**config.mk**
```make
export PLATFORM = sky130hd
export DESIGN_NAME = rcswitch_send
export DESIGN_NICKNAME = d
export VERILOG_FILES = /design/src/rtl/rcswitch_pkg.sv /design/src/rtl/rcswitch_tick.sv /design/src/rtl/rcswitch_send.sv
export SDC_FILE = /design/constraint.sdc
export NUM_CORES = 1
export LEC_CHECK = 0
export ABC_AREA = 1
export BUFFER_PORTS_ARGS = -buffer_cell sky130_fd_sc_hd__buf_4
export CORE_MARGIN = 8
export CORE_UTILIZATION = 62
export DETAILED_ROUTE_END_ITERATION = 8
export GPL_TIMING_DRIVEN = 0
export PLACE_DENSITY = 0.81
export SLEW_MARGIN = 20
export SYNTH_ARGS = -nofsm -noshare
export SYNTH_HDL_FRONTEND = slang
export SYNTH_HIERARCHICAL = 1
export SYNTH_SLANG_ARGS = --single-unit
export TNS_END_PERCENT = 1
```
**constraint.sdc**
```tcl
create_clock -name clk -period 3.2 [get_ports clk]
set_input_delay 0.48 -clock clk [delete_from_list [all_inputs] [get_ports clk]]
set_output_delay 0.48 -clock clk [all_outputs]
set_load 0.02 [all_outputs]
```
**src/rtl/rcswitch_pkg.sv**
```systemverilog
// Shared constants, state encoding and frame builder for the rcswitch send/receive pair.
// Frame layout is {addr, chan, stat, sync}, transmitted MSB first.
package rcswitch_pkg;

  localparam int ADDR_W  = 40;
  localparam int CHAN_W  = 40;
  localparam int STAT_W  = 16;
  localparam int SYNC_W  = 32;
  localparam int FRAME_W = 128;

  localparam logic [SYNC_W-1:0] SYNC_WORD = 32'h8000_0000;

  typedef enum logic {
    ST_IDLE = 1'b0,
    ST_TX   = 1'b1
  } state_t;

  function automatic logic [FRAME_W-1:0] build_frame(
    input logic [ADDR_W-1:0] a,
    input logic [CHAN_W-1:0] c,
    input logic [STAT_W-1:0] s
  );
    return {a, c, s, SYNC_WORD};
  endfunction

endpackage

```
**src/rtl/rcswitch_tick.sv**
```systemverilog
// Symbol-period counter: o_tc strobes for one cycle every PULSE_CYCLES clocks, zero latency.
// Held at zero while i_clr is high; no backpressure.
module rcswitch_tick #(
  parameter int PULSE_CYCLES = 5
) (
  input  logic clk,
  input  logic rst,
  input  logic i_clr,
  output logic o_tc
);

  localparam int CW = (PULSE_CYCLES > 1) ? $clog2(PULSE_CYCLES) : 1;
  localparam logic [CW-1:0] LAST = CW'(PULSE_CYCLES - 1);

  logic [CW-1:0] r_cnt;

  always_ff @(posedge clk) begin
    if (rst || i_clr) begin
      r_cnt <= '0;
    end else if (r_cnt == LAST) begin
      r_cnt <= '0;
    end else begin
      r_cnt <= r_cnt + CW'(1);
    end
  end

  assign o_tc = !i_clr && (r_cnt == LAST);

endmodule

```
**src/rtl/rcswitch_send.sv**
```systemverilog
// Serialises one addr/chan/stat frame REPEAT times, PULSE_CYCLES clocks per bit; first bit one cycle after accept.
// send is only taken while ready=1; requests during a transmission are dropped, not queued.
module rcswitch_send
  import rcswitch_pkg::*;
#(
  parameter int PULSE_CYCLES = 5,
  parameter int REPEAT       = 4
) (
  input  logic              clk,
  input  logic              rst,
  input  logic [ADDR_W-1:0] addr,
  input  logic [CHAN_W-1:0] chan,
  input  logic [STAT_W-1:0] stat,
  input  logic              send,
  output logic              out,
  output logic              ready
);

  localparam int RW = (REPEAT > 1) ? $clog2(REPEAT) : 1;
  localparam logic [RW-1:0] REP_LAST = RW'(REPEAT - 1);
  localparam logic [6:0]    BIT_LAST = 7'(FRAME_W - 1);

  state_t             r_state;
  logic [FRAME_W-1:0] r_frame;
  logic [6:0]         r_bit;
  logic [RW-1:0]      r_rep;
  logic               r_out;
  logic               r_ready;

  logic               w_clr;
  logic               w_tc;
  logic [FRAME_W-1:0] w_frame;

  assign w_clr   = (r_state == ST_IDLE);
  assign w_frame = build_frame(addr, chan, stat);

  rcswitch_tick #(
    .PULSE_CYCLES(PULSE_CYCLES)
  ) u_tick (
    .clk  (clk),
    .rst  (rst),
    .i_clr(w_clr),
    .o_tc (w_tc)
  );

  // The frame register rotates rather than shifts, so after 128 steps it holds the
  // original frame again and a repeat needs no reload; out always mirrors r_frame[MSB].
  always_ff @(posedge clk) begin
    if (rst) begin
      r_state <= ST_IDLE;
      r_frame <= '0;
      r_bit   <= '0;
      r_rep   <= '0;
      r_out   <= 1'b0;
      r_ready <= 1'b1;
    end else begin
      case (r_state)
        ST_IDLE: begin
          if (send) begin
            r_frame <= w_frame;
            r_out   <= w_frame[FRAME_W-1];
            r_ready <= 1'b0;
            r_bit   <= '0;
            r_rep   <= '0;
            r_state <= ST_TX;
          end
        end
        ST_TX: begin
          if (w_tc) begin
            if (r_bit == BIT_LAST && r_rep == REP_LAST) begin
              r_out   <= 1'b0;
              r_ready <= 1'b1;
              r_bit   <= '0;
              r_rep   <= '0;
              r_state <= ST_IDLE;
            end else begin
              r_frame <= {r_frame[FRAME_W-2:0], r_frame[FRAME_W-1]};
              r_out   <= r_frame[FRAME_W-2];
              if (r_bit == BIT_LAST) begin
                r_bit <= '0;
                r_rep <= r_rep + RW'(1);
              end else begin
                r_bit <= r_bit + 7'd1;
              end
            end
          end
        end
        default: r_state <= ST_IDLE;
      endcase
    end
  end

  assign out   = r_out;
  assign ready = r_ready;

endmodule
```
==> flow_summary.yaml <==
status:
  outcome: "finished, final reports clean"
timing:
  finalHoldViolCount: 0
  finalMaxSlewViolations: 0
  finClkSkew_ps: 10.7
  tightest_slew_ps: 605
  setup_viol: 0
  setup_ws_ps: 710
  hold_slack_ps: 276
  fin_crit_sh: 0.778
  setup_tns_ps: 0
  relSlewSlack: 0.597
  timing.fmax_ghz: 0.402
  rsz0062_at_grt: "false"
  period_minus_slack_ps: 2490
setup_path:
  cp-end-kind: "flip-flop"
  critPathKind: "flip-flop to flip-flop"
  startpoint_type: "flip-flop"
  worst-path-max-fanout: 11
  r2r_cells: 9
  cp.arrival_ps: 2840
  worstPathRequired_ps: 3550
clocking:
  cts_resized: 0
  worstSkewPairLatency_ps: 430
  cts-root-buf: "clkbuf_16"
  cts_buffers: 17
  cts_setup_buffers: 0
  clkTransAtPathRegs_ps: 60
  clock_sinks: 143
  htreeDepth: 4
  cts_hold_buf: 0
  clock_path_buffers: 2
  cts_tree: "yes"
drt:
  drt_wl_total_mm: 18.5
  routed_via_density: 5.57
  drc_errors: 0
  dr.first_iter.drc_count: 691
  first_pass_iters: 5
  vias: 7076
  wl_per_cell_um: 14.6
  antenna_left: 0
logic_synthesis:
  synthCells: 997
  synth.avg_cell_area_um2: 7.04
  synthTopCellsByCount: "nand2_1 (253), dfxtp_1 (143), nand3_1 (133)"
  ys_types: 23
  seq_area_frac_synth: 0.408
  synth_most_common_cell: "nand2_1"
  yosys_warnings: 6
  synthFlopType: "dfxtp_1"
  synth_area_leaders: "dfxtp_1 (41%), nand2_1 (14%), nand3_1 (9.5%)"
  ys_async_sr_fraction: 0
  yosys.area.top_type: "dfxtp_1"
  synth_edf_count: 0
  syn_nets: 1100
  syn_area_um2: 7020
  synth_top_area_frac: 0.408
  ys_seq_elements: 143
layout:
  area_delta_synth_final_pct: 21.8
  fin_cells: 1271
  final_nets: 1219
  fillers: 925
  antennaDiodeCount: 0
  drive_above_1_share: 0.160
place:
  dp_cells: 1240
  pre_cts_ws_ps: 818
  io_buffers: 100
  gp_congestion: 0.843
  dp_hpwl_mm: 12.4
pwr:
  peakVddDrop_v: 0.000498
  p_int_uw: 3410
  p_sw_frac: 0.250
  p_per_area_nw_per_um2: 532
  p_sw_uw: 1140
  share_comb_of_total_power: 0.131
  p_leak_uw: 0.00382
  seqPwrFrac: 0.426
  clock_power_share: 0.443
flow_run:
  cap_viol_max_count: 0
die:
  die_h_um: 122
  die_x_um: 122
  rows: 39
  start_util: 0.625
  io_pins: 101
  dieArea_um2: 15000
  core-area_um2: 11200
global_routing:
  first_global_vias: 6375
  grt_remaining_overflow: 0
  antenna_found_initial: 0
  grt_usage: 0.248
  grt_start_max_net_pins: 17
  grt_pass1_wl_mm: 30.2
min_path:
  hold_path.class: "primary input to flip-flop"
  whs_path_depth: 2
-- metal layers --
metal | part of all wire | track usage | vias up | wire length, um
li1 | - | - | 3564 | -
met3 | 0.065 | 0.0658 | 25 | 1200
met5 | 0 | 0 | - | 0
met2 | 0.47 | 0.400 | 207 | 8800
met4 | 0.014 | 0.0823 | 0 | 257
met1 | 0.45 | 0.316 | 3280 | 8280
-- path summary, 6_finish.rpt --
| kind | start | to | slack, ps |
|---|---|---|---|
| hold / removal | rst | r_bit[1] | 280 |
| setup reg to reg | r_state | r_rep[1] | 710 |
| hold reg to reg | u_tick/r_cnt[0] | u_tick/r_cnt[0] | 440 |
| setup / recovery | r_state | r_rep[1] | 710 |
-- power groups by stage --
stage / Combinational (uW) / Sequential (uW) / Clock, uW
after global routing: 667 / 1950 / 2110
after detailed placement: 585 / 1970 / 0
after CTS: 592 / 1940 / 2020
after floorplan: 390 / 1960 / 0
after global placement: 578 / 1970 / 0
final: 596 / 1940 / 2010
-- through the flow --
stage / utilization / power, uW / area, um2
after global routing: 0.761 / 4730 / 8540
after global placement: 0.708 / 2550 / 7950
after CTS: 0.761 / 4550 / 8540
after detailed placement: 0.708 / 2560 / 7950
final: 0.761 / 4540 / 8540
after floorplan: - / 2350 / 7020
-- flip-flops by register name, summed over array words and instances (netlist names) --
register      count
r_frame         128
r_state           1
r_bit             7
out               1
u_tick/r_cnt      3
r_rep             2
ready             1
-- worst max-delay path, stage by stage, from the launching register on --
cell and delay (ps):
dfxtp_1 320, inv_2 180, buf_2 270, clkbuf_1 390, nor2_1 140, nand2_1 150, clkinv_1 240, nand3_1 210
nand3_1 250, o21ai_0 250
-- placed cells by master, fill, tap and decap left out --
master	Yosys	final
a21boi_0	85	85
a21boi_1	10	10
a21oi_1	104	104
buf_1	3	3
buf_2	33	33
buf_4	4	104
buf_6	9	9
bufinv_16	0	3
clkbuf_1	41	43
clkbuf_16	0	17
clkbuf_8	0	2
clkinv_1	1	1
clkinv_2	0	3
clkinv_4	0	2
clkinvlp_4	0	2
dfxtp_1	143	143
ha_1	4	4
inv_1	17	17
inv_2	2	2
nand2_1	253	253
nand2_2	1	1
nand3_1	133	133
nand4_1	35	35
nand4_4	1	1
nor2_1	108	108
nor2_2	1	1
nor2_4	1	1
o21ai_0	6	6
xor2_1	2	2
-- kinds of logic (layout without fill, tap and decap cells) --
family | after synthesis | after routing | share of synthesized area
AND/OR/NAND/NOR | 533 | 533 | 0.326
adder cells (fa/ha/maj) | 4 | 4 | 0.00713
buffers and inverters | 110 | 241 | 0.0765
AO/OA/AOI/OAI | 205 | 205 | 0.180
flip-flops | 143 | 143 | 0.408
XOR/XNOR | 2 | 2 | 0.00250
-- final cells by class --
| cell class | count | area, um2 | area share |
|---|---|---|---|
| clock buffers | 21 | 460 | 0.0539 |
| plain buffers | 90 | 462 | 0.0540 |
| well taps | 143 | 179 | 0.0209 |
| clock inverters | 10 | 138 | 0.0161 |
| inverters | 20 | 75.1 | 0.00879 |
| repair buffers | 100 | 751 | 0.0879 |
| multi-input cells | 744 | 3620 | 0.423 |
| flip-flops and latches | 143 | 2860 | 0.335 |
No activity file was read; power rests on OpenSTA's default activity.
